==> src/rtl/io_rgb_pwm.sv <==
// rtl/io_rgb_pwm.sv - multi-channel RGB LED PWM controller on the dma_io bus
//
// Per-colour PWM brightness with a shared prescaler and PWM counter, duty
// shadow registers loaded on PWM wrap, and optional per-channel blinking
// (built only when IO_RGB_PWM_BLINK_EN is defined).
//
// Ports:
//   clk             system clock
//   rst             asynchronous active-high reset
//   dma_io_we       write strobe
//   dma_io_wadr     write word address [15:2]
//   dma_io_wdata    write data
//   dma_io_radr     read word address [15:2]
//   dma_io_radr_en  read strobe
//   dma_io_rdata_in read data from upstream chain
//   dma_io_rdata    read data to downstream chain
//   rgb_led         channel c: bit 3c blue, 3c+1 green, 3c+2 red
module io_rgb_pwm #(
  parameter int          NCH      = 4,
  parameter int          PWM_W    = 8,
  parameter logic [13:0] BASE_ADR = 14'h3E00
) (
  input  logic             clk,
  input  logic             rst,
  input  logic             dma_io_we,
  input  logic [13:0]      dma_io_wadr,
  input  logic [31:0]      dma_io_wdata,
  input  logic [13:0]      dma_io_radr,
  input  logic             dma_io_radr_en,
  input  logic [31:0]      dma_io_rdata_in,
  output logic [31:0]      dma_io_rdata,
  output logic [3*NCH-1:0] rgb_led
);

  localparam logic [14:0]      PRESC_OFF = 15'(2 * NCH);
  localparam logic [PWM_W-1:0] PWM_MAX   = '1;

  // Offset is computed one bit wider so addresses below BASE_ADR show up
  // as a set MSB rather than aliasing onto the map.
  function automatic logic [14:0] adr_off(input logic [13:0] a);
    return {1'b0, a} - {1'b0, BASE_ADR};
  endfunction

  function automatic logic adr_hit(input logic [13:0] a);
    logic [14:0] o;
    o = adr_off(a);
    return !o[14] && (o <= PRESC_OFF);
  endfunction

  logic [NCH-1:0][3*PWM_W-1:0] duty_sh_q, duty_sh_d;
  logic [NCH-1:0][3*PWM_W-1:0] duty_act_q, duty_act_d;
  logic [NCH-1:0]              enable_q, enable_d;
  logic [15:0]                 presc_q, presc_d;
  logic [15:0]                 presc_cnt_q, presc_cnt_d;
  logic [PWM_W-1:0]            pwm_cnt_q, pwm_cnt_d;
  logic [3*NCH-1:0]            rgb_led_q, rgb_led_d;
  logic                        rd_hit_q, rd_hit_d;
  logic [31:0]                 rd_data_q, rd_data_d;

  logic        tick;
  logic        wrap;
  logic [14:0] woff;
  logic [14:0] roff;
  logic [NCH-1:0] phase;

  // Not every write-data bit maps onto a register field.
  logic unused_wdata;
  assign unused_wdata = ^dma_io_wdata;

`ifdef IO_RGB_PWM_BLINK_EN
  logic [NCH-1:0]      blink_en_q, blink_en_d;
  logic [NCH-1:0][7:0] blink_per_q, blink_per_d;
  logic [NCH-1:0][7:0] blink_cnt_q, blink_cnt_d;
  logic [NCH-1:0]      phase_q, phase_d;

  assign phase = phase_q;

  always_ff @(posedge clk or posedge rst) begin
    if (rst) begin
      blink_en_q  <= '0;
      blink_per_q <= '0;
      blink_cnt_q <= '0;
      phase_q     <= '1;
    end else begin
      blink_en_q  <= blink_en_d;
      blink_per_q <= blink_per_d;
      blink_cnt_q <= blink_cnt_d;
      phase_q     <= phase_d;
    end
  end

  always_comb begin
    blink_en_d  = blink_en_q;
    blink_per_d = blink_per_q;
    blink_cnt_d = blink_cnt_q;
    phase_d     = phase_q;
    for (int c = 0; c < NCH; c++) begin
      if (!blink_en_q[c]) begin
        phase_d[c]     = 1'b1;
        blink_cnt_d[c] = '0;
      end else if (wrap) begin
        if (blink_cnt_q[c] == blink_per_q[c]) begin
          phase_d[c]     = ~phase_q[c];
          blink_cnt_d[c] = '0;
        end else begin
          blink_cnt_d[c] = blink_cnt_q[c] + 8'd1;
        end
      end
      if (dma_io_we && adr_hit(dma_io_wadr) && (woff == 15'(2 * c + 1))) begin
        blink_en_d[c]  = dma_io_wdata[1];
        blink_per_d[c] = dma_io_wdata[15:8];
      end
    end
  end
`else
  assign phase = '1;
`endif

  always_ff @(posedge clk or posedge rst) begin
    if (rst) begin
      duty_sh_q   <= '0;
      duty_act_q  <= '0;
      enable_q    <= '0;
      presc_q     <= '0;
      presc_cnt_q <= '0;
      pwm_cnt_q   <= '0;
      rgb_led_q   <= '0;
      rd_hit_q    <= 1'b0;
      rd_data_q   <= '0;
    end else begin
      duty_sh_q   <= duty_sh_d;
      duty_act_q  <= duty_act_d;
      enable_q    <= enable_d;
      presc_q     <= presc_d;
      presc_cnt_q <= presc_cnt_d;
      pwm_cnt_q   <= pwm_cnt_d;
      rgb_led_q   <= rgb_led_d;
      rd_hit_q    <= rd_hit_d;
      rd_data_q   <= rd_data_d;
    end
  end

  // Counters and register writes.
  always_comb begin
    woff        = adr_off(dma_io_wadr);
    tick        = (presc_cnt_q == presc_q);
    wrap        = tick && (pwm_cnt_q == PWM_MAX);
    presc_cnt_d = tick ? '0 : presc_cnt_q + 16'd1;
    pwm_cnt_d   = tick ? pwm_cnt_q + PWM_W'(1) : pwm_cnt_q;
    // Active duty only changes at a period boundary so no period is cut.
    duty_act_d  = wrap ? duty_sh_q : duty_act_q;
    duty_sh_d   = duty_sh_q;
    enable_d    = enable_q;
    presc_d     = presc_q;
    if (dma_io_we && adr_hit(dma_io_wadr)) begin
      if (woff == PRESC_OFF) begin
        presc_d     = dma_io_wdata[15:0];
        presc_cnt_d = '0;
      end
      for (int c = 0; c < NCH; c++) begin
        if (woff == 15'(2 * c))     duty_sh_d[c] = dma_io_wdata[3*PWM_W-1:0];
        if (woff == 15'(2 * c + 1)) enable_d[c]  = dma_io_wdata[0];
      end
    end
  end

  // PWM compare, registered for a glitch-free output.
  always_comb begin
    rgb_led_d = '0;
    for (int c = 0; c < NCH; c++) begin
      for (int k = 0; k < 3; k++) begin
        rgb_led_d[3*c+k] = enable_q[c] && phase[c] &&
                           (pwm_cnt_q < duty_act_q[c][k*PWM_W +: PWM_W]);
      end
    end
  end

  // Read path: captures pre-write register contents.
  always_comb begin
    roff      = adr_off(dma_io_radr);
    rd_hit_d  = dma_io_radr_en && adr_hit(dma_io_radr);
    rd_data_d = '0;
    if (rd_hit_d) begin
      if (roff == PRESC_OFF) rd_data_d = {16'd0, presc_q};
      for (int c = 0; c < NCH; c++) begin
        if (roff == 15'(2 * c)) rd_data_d = 32'(duty_sh_q[c]);
`ifdef IO_RGB_PWM_BLINK_EN
        if (roff == 15'(2 * c + 1))
          rd_data_d = {16'd0, blink_per_q[c], 6'd0, blink_en_q[c], enable_q[c]};
`else
        if (roff == 15'(2 * c + 1)) rd_data_d = {31'd0, enable_q[c]};
`endif
      end
    end
  end

  assign dma_io_rdata = rd_hit_q ? rd_data_q : dma_io_rdata_in;
  assign rgb_led      = rgb_led_q;

endmodule

==> config.mk <==
export PLATFORM = sky130hd
export DESIGN_NAME = io_rgb_pwm
export DESIGN_NICKNAME = d
export VERILOG_FILES = /design/src/rtl/io_rgb_pwm.sv
export SDC_FILE = /design/constraint.sdc
export NUM_CORES = 1
export LEC_CHECK = 0
export CORE_ASPECT_RATIO = 1.5
export CORE_UTILIZATION = 35
export CTS_CLUSTER_SIZE = 12
export DETAILED_ROUTE_END_ITERATION = 10
export PLACE_DENSITY = 0.5
export SYNTH_ARGS = -nofsm -noshare
export SYNTH_HDL_FRONTEND = slang
export SYNTH_SLANG_ARGS = --single-unit
==> constraint.sdc <==
create_clock -name clk -period 10.9 [get_ports clk]
set_input_delay 1.09 -clock clk [delete_from_list [all_inputs] [get_ports clk]]
set_output_delay 1.09 -clock clk [all_outputs]
set_load 0.02 [all_outputs]
==> flow_summary.json, run 1 <==
{
  "area_added_between_synthesis_and_finish_pct": 19.8,
  "critical_path_sink_type": "register",
  "fin_skew_ns": 0.0103,
  "pre_cts_ws_ns": 6.42,
  "cts_buffers": 29,
  "leading_cell_type_by_number_of_instances_after_synthesis": "sky130_fd_sc_hd__dfrtp_1",
  "syn_nets": 1328,
  "drt-pass1-iter-count": 5,
  "crit_arrival_ns": 4.30,
  "clkPwrFrac": 0.380,
  "worstSkewPairLatency_ns": 0.56,
  "yosysUniqueCellTypes": 54,
  "timing_worst_setup_path_type": "in2reg",
  "die_h_um": 245,
  "final_antenna_net_count": 0,
  "netSwitchingFraction": 0.288,
  "cp_num_buf_inv": 1,
  "antenna_cell_count": 0,
  "yosys_most_used_dff": "sky130_fd_sc_hd__dfrtp_1",
  "num-nets-final": 1461,
  "pin_count_of_the_biggest_net_entering_global_routing": 122,
  "reg2reg_slack_ns": 7.43,
  "hold_buffers": 0,
  "cts_setup_buffers": 0,
  "dp.final_hpwl_um": 24300,
  "drive_above_1_share": 0.247,
  "post-synth-top-area-cell": "sky130_fd_sc_hd__dfrtp_1",
  "setup_ws_ns": 7.04,
  "dieArea_um2": 40200,
  "wl_um": 37000,
  "outcome": "finished, final reports clean",
  "synth_sequential_area_ratio": 0.495,
  "timing.hold.worst_path_depth": 1,
  "worstReg2RegStart": "pwm_cnt_q[4]",
  "synth_commonest_cells": "sky130_fd_sc_hd__dfrtp_1, sky130_fd_sc_hd__mux2_2, sky130_fd_sc_hd__inv_1",
  "clock_tree_from_tritoncts": "built",
  "timing.reg2reg.worst_path_depth": 5,
  "grt_setup_unrepaired": "false",
  "slew-limit-headroom": 0.258,
  "place_congestion": 0.800,
  "cellInternalPower_mw": 1.79,
  "syn_area_um2": 13800,
  "setup_violations": 0,
  "drt-initial-drc-count": 352,
  "power.share.sequential": 0.445,
  "synthesis.area_per_instance_um2": 12.1,
  "combinationalPowerShare": 0.175,
  "critical-path-top-delay-family": "simple AND/OR/NAND/NOR gates",
  "timing.critical_path.fanout_max": 24,
  "cell_chain_of_the_critical_path": "clkdlybuf4s50_1, ha_1, or3b_2, nor4_4, or3b_1, nor2_4, mux2_2",
  "hold_viol_final": 0,
  "asyncSetResetFlopFracSynth": 1.00,
  "final_max_slew_viol_count": 0,
  "number_of_antenna_violations_at_the_first_check_in_global_routing": 0,
  "clock_slew_at_reported_path_ffs_ns": 0.06,
  "vdd_ir_drop_max_uv": 96.4,
  "cp_data_required_time_ns": 11.33,
  "detailroute.via_count": 9151,
  "globalRouteOverflowTotal": 0,
  "timing.critical_path.slowest_stage_cell": "sky130_fd_sc_hd__nor2_4",
  "clock_sinks": 273,
  "pin_slew_with_the_least_headroom_to_its_limit_ns": 1.11,
  "synth-edff-count": 0,
  "coreArea_um2": 38600,
  "boundaryPins": 140,
  "clock-root-buffer": "sky130_fd_sc_hd__clkbuf_16",
  "holdCritPathClass": "reg2reg",
  "fmax_ghz": 0.259,
  "launch_instance_of_the_worst_min_delay_path": "presc_cnt_q[0]",
  "post_cts_resized": 0,
  "timing.setup.tns_ns": 0,
  "power.static_leakage_nw": 7.34,
  "rows": 88,
  "startpoint_type": "input port",
  "finalPower_mw": 2.52,
  "yosys_warnings": 0,
  "power.density_nw_per_um2": 152,
  "grtUsageTotal": 0.190,
  "instances_no_fill": 1789,
  "worstReg2RegEnd": "duty_act_q[33]",
  "cts_max_level": 1,
  "syn-instance-count": 1144,
  "grt_first_pass_wirelength_um": 56900,
  "maxCapViolCount": 0,
  "die_w_um": 164,
  "min_period_over_period": 0.354,
  "detail_route.wl_per_cell_um": 20.7,
  "max-clock-path-buffers": 3,
  "period_needed_ns": 3.86,
  "min_delay_worst_endpoint": "presc_cnt_q[0]",
  "viasPerCell": 5.12,
  "placed_cells_incl_taps": 1741,
  "initial_core_util": 0.357,
  "synth.top_cell.area_share": 0.495,
  "drt_drc_violations_left": 0,
  "first_global_vias": 9482,
  "biggest_area_contributors_in_the_synthesized_netlist": "sky130_fd_sc_hd__dfrtp_1, sky130_fd_sc_hd__mux2_2, sky130_fd_sc_hd__ha_1",
  "port-buffer-count": 131,
  "critPathMaxStageDelay_ns": 0.84,
  "synth.ff_latch_count": 273,
  "total_switching_power_mw": 0.725
}
==> worst reg2reg max path: cells and delay by family, from the launching register on <==
kind / cells / cell delay (ns)
buffers and inverters: 1 / 0.75
flip-flops: 1 / 0.91
multiplexers: 1 / 0.48
AND/OR/NAND/NOR: 3 / 1.20
==> layer usage <==
metal	wire [µm]	GRT usage	part of all wire
met2	19200	0.343	0.52
met3	1250	0.0191	0.034
met4	950	0.0605	0.026
met1	15600	0.233	0.42
met5	0	0	0
==> per-stage QoR <==
step / cell area, µm² / hold WS, ns / util
final: 16500 / 0.504 / 0.428
after detailed placement: 15600 / 0.495 / 0.404
after global placement: 15600 / 0.487 / 0.404
after floorplan: 13800 / 0.466 / -
after global routing: 16500 / 0.520 / 0.428
after CTS: 16500 / 0.504 / 0.428
==> kinds of logic after synthesis <==
kind of cell	synth area share
buf+inv	0.0449
flops	0.495
compound gates	0.0665
xor+xnor	0.0241
mux	0.211
simple gates	0.0789
fa+ha+maj	0.0798
==> worst max-delay path by stage <==
stage                        start            end  slack [ns]  depth (start not counted)
floorplan                      rst  duty_act_q[0]        2.29                          1
global placement    dma_io_wadr[9]  duty_sh_q[36]        6.44                          7
CTS                 dma_io_wadr[9]  duty_sh_q[35]        7.00                          7
detailed placement  dma_io_wadr[9]  duty_sh_q[36]        6.42                          7
global route        dma_io_wadr[9]  duty_sh_q[41]        6.92                          7
finish              dma_io_wadr[9]  duty_sh_q[36]        7.04                          7
==> power groups by stage <==
stage                     Clock [mW]  Sequential (mW)  Combinational (mW)
after detailed placement           0             1.14               0.446
after floorplan                    0             1.09               0.289
after CTS                      0.984             1.12               0.449
after global placement             0             1.14               0.432
after global routing            1.02             1.13               0.516
final                          0.956             1.12               0.440
==> cell type report <==
type                            count  area [µm²]
Fill cell                        3670       22100
Sequential cell                   273        6830
Multi-Input combinational cell    728        6380
Timing Repair Buffer              147        1430
Clock buffer                       43         848
Tap cell                          495         619
Inverter                           98         375
Clock inverter                      5        52.6
==> sequential cells by signal, indices dropped and copies added (netlist names), 4 cells and up <==
register,count
presc_q,16
duty_act_q,96
pwm_cnt_q,8
rd_data_q,24
rgb_led,12
enable_q,4
duty_sh_q,96
presc_cnt_q,16
==> layout by cell type (no fill, tap or decap), types with 22 or more instances in the layout <==
master	netlist	final
sky130_fd_sc_hd__nor2b_1	26	26
sky130_fd_sc_hd__mux2_2	244	244
sky130_fd_sc_hd__dfrtp_1	273	272
sky130_fd_sc_hd__xnor2_1	31	31
sky130_fd_sc_hd__clkbuf_16	0	29
sky130_fd_sc_hd__nand2_1	47	47
sky130_fd_sc_hd__a22oi_1	22	22
sky130_fd_sc_hd__nor2_1	34	33
sky130_fd_sc_hd__a21oi_1	43	43
sky130_fd_sc_hd__clkdlybuf4s50_1	0	130
sky130_fd_sc_hd__o21ai_0	28	28
sky130_fd_sc_hd__ha_1	88	88
sky130_fd_sc_hd__inv_1	97	96
sky130_fd_sc_hd__nand3_1	26	26
(Power assumes the default switching activity.)
==> run 2, diff against run 1 <==
clock period = 3.7 ns   (was 10.9 ns; I/O delays follow)
==> flow_summary.json, run 2 (synthesized netlist as in run 1, its figures left out) <==
{
  "instances_no_fill": 1809,
  "globalRouteOverflowTotal": 0,
  "rows": 88,
  "pin_slew_with_the_least_headroom_to_its_limit_ns": 0.872,
  "period_needed_ns": 2.85,
  "port-buffer-count": 131,
  "grtUsageTotal": 0.194,
  "grt_first_pass_wirelength_um": 58200,
  "timing.reg2reg.worst_path_depth": 6,
  "whs_ns": 0.300,
  "hold_buffers": 0,
  "viasPerCell": 5.04,
  "coreArea_um2": 38600,
  "setup_ws_ns": 0.845,
  "reg2reg_slack_ns": 0.92,
  "clock_tree_from_tritoncts": "built",
  "cts_buffers": 29,
  "clock-root-buffer": "sky130_fd_sc_hd__clkbuf_16",
  "place_congestion": 0.778,
  "detailroute.via_count": 9125,
  "maxCapViolCount": 0,
  "hold_viol_final": 0,
  "drt-initial-drc-count": 325,
  "pin_count_of_the_biggest_net_entering_global_routing": 79,
  "cp_data_required_time_ns": 3.33,
  "drt-pass1-iter-count": 4,
  "dp.final_hpwl_um": 26000,
  "wl_um": 37300,
  "clock_slew_at_reported_path_ffs_ns": 0.06,
  "power.static_leakage_nw": 7.43,
  "first_global_vias": 9664,
  "num-nets-final": 1479,
  "worstReg2RegEnd": "duty_act_q[67]",
  "boundaryPins": 140,
  "crit_arrival_ns": 2.48,
  "dieArea_um2": 40200,
  "vdd_ir_drop_max_uv": 306,
  "outcome": "finished, final reports clean",
  "top_regs": "duty_act_q (96), duty_sh_q (96), rd_data_q (24)",
  "fmax_ghz": 0.350,
  "antenna_cell_count": 0,
  "timing.critical_path.fanout_max": 32,
  "detail_route.wl_per_cell_um": 20.6,
  "cp-endpoint": "dma_io_rdata[6]",
  "holdCritPathClass": "in2async",
  "min_period_over_period": 0.772,
  "final_antenna_net_count": 0,
  "power.density_nw_per_um2": 443,
  "worstReg2RegStart": "presc_cnt_q[11]",
  "drive_above_1_share": 0.256,
  "layout.cells.most_common_list": "sky130_fd_sc_hd__dfrtp_1, sky130_fd_sc_hd__mux2_2, sky130_fd_sc_hd__clkdlybuf4s50_1",
  "slew-limit-headroom": 0.419,
  "critical_path_sink_type": "primary output",
  "startpoint_type": "register",
  "cts_setup_buffers": 0,
  "layout_commonest_cell": "sky130_fd_sc_hd__dfrtp_1",
  "die_w_um": 164,
  "setup_violations": 0,
  "pre_cts_ws_ns": 0.452,
  "cts_max_level": 1,
  "post_cts_resized": 0,
  "drt_drc_violations_left": 0,
  "area_added_between_synthesis_and_finish_pct": 21.3,
  "timing.setup.tns_ns": 0,
  "fin_skew_ns": 0.0102,
  "crit_path_start": "rd_hit_q",
  "clock_sinks": 273,
  "grt_setup_unrepaired": "false",
  "placed_cells_incl_taps": 1759,
  "max-clock-path-buffers": 3,
  "die_h_um": 245,
  "worstSkewPairLatency_ns": 0.56,
  "number_of_antenna_violations_at_the_first_check_in_global_routing": 0,
  "timing_worst_setup_path_type": "reg2out",
  "final_max_slew_viol_count": 0,
  "initial_core_util": 0.357
}
run 2: final cells by class:
class                           instances  area (µm²)
Clock inverter                          5        52.6
Fill cell                            3657       21900
Inverter                               98         372
Timing Repair Buffer                  165        1650
Tap cell                              495         619
Clock buffer                           45         836
Multi-Input combinational cell        728        6370
Sequential cell                       273        6830
run 2: power breakdown:
part	internal, mW	leakage (nW)	switching (mW)
combinational	0.651	3.20	0.809
sequential	3.03	3.80	0.136
clock	1.60	0.432	1.18
total	5.29	7.43	2.13
run 2: worst min-delay path by stage:
stage / startpoint / to / slack, ns / depth (start not counted)
2_1_floorplan: presc_cnt_q[0] / presc_cnt_q[0] / 0.47 / 1
3_5_place_dp: duty_act_q[54] / duty_act_q[54] / 0.50 / 1
3_3_place_gp: presc_cnt_q[0] / presc_cnt_q[0] / 0.49 / 1
5_1_grt: rst / duty_act_q[17] / 0.33 / 2
4_1_cts: rst / duty_act_q[17] / 0.28 / 2
6_report: rst / duty_sh_q[65] / 0.30 / 2
run 2: layer usage:
layer  up-vias  GRT usage  share of wire
met4         0     0.0705          0.032
li1       4319          -              -
met2       183      0.351           0.52
met5         -          0              0
met1      4569      0.232           0.41
met3        54     0.0216          0.041
run 2: per-stage QoR:
stage               power (mW)   util  area [µm²]
CTS                       7.56  0.433       16700
global placement          4.68  0.410       15800
floorplan                 4.07      -       13800
finish                    7.41  0.433       16700
global route              7.89  0.433       16700
detailed placement        4.73  0.410       15800
run 2: worst max-delay path, cell delays in order (launching register included):
cell and delay (ns):
sky130_fd_sc_hd__dfrtp_2 0.94, sky130_fd_sc_hd__mux2_2 0.44, sky130_fd_sc_hd__clkdlybuf4s50_1 0.54
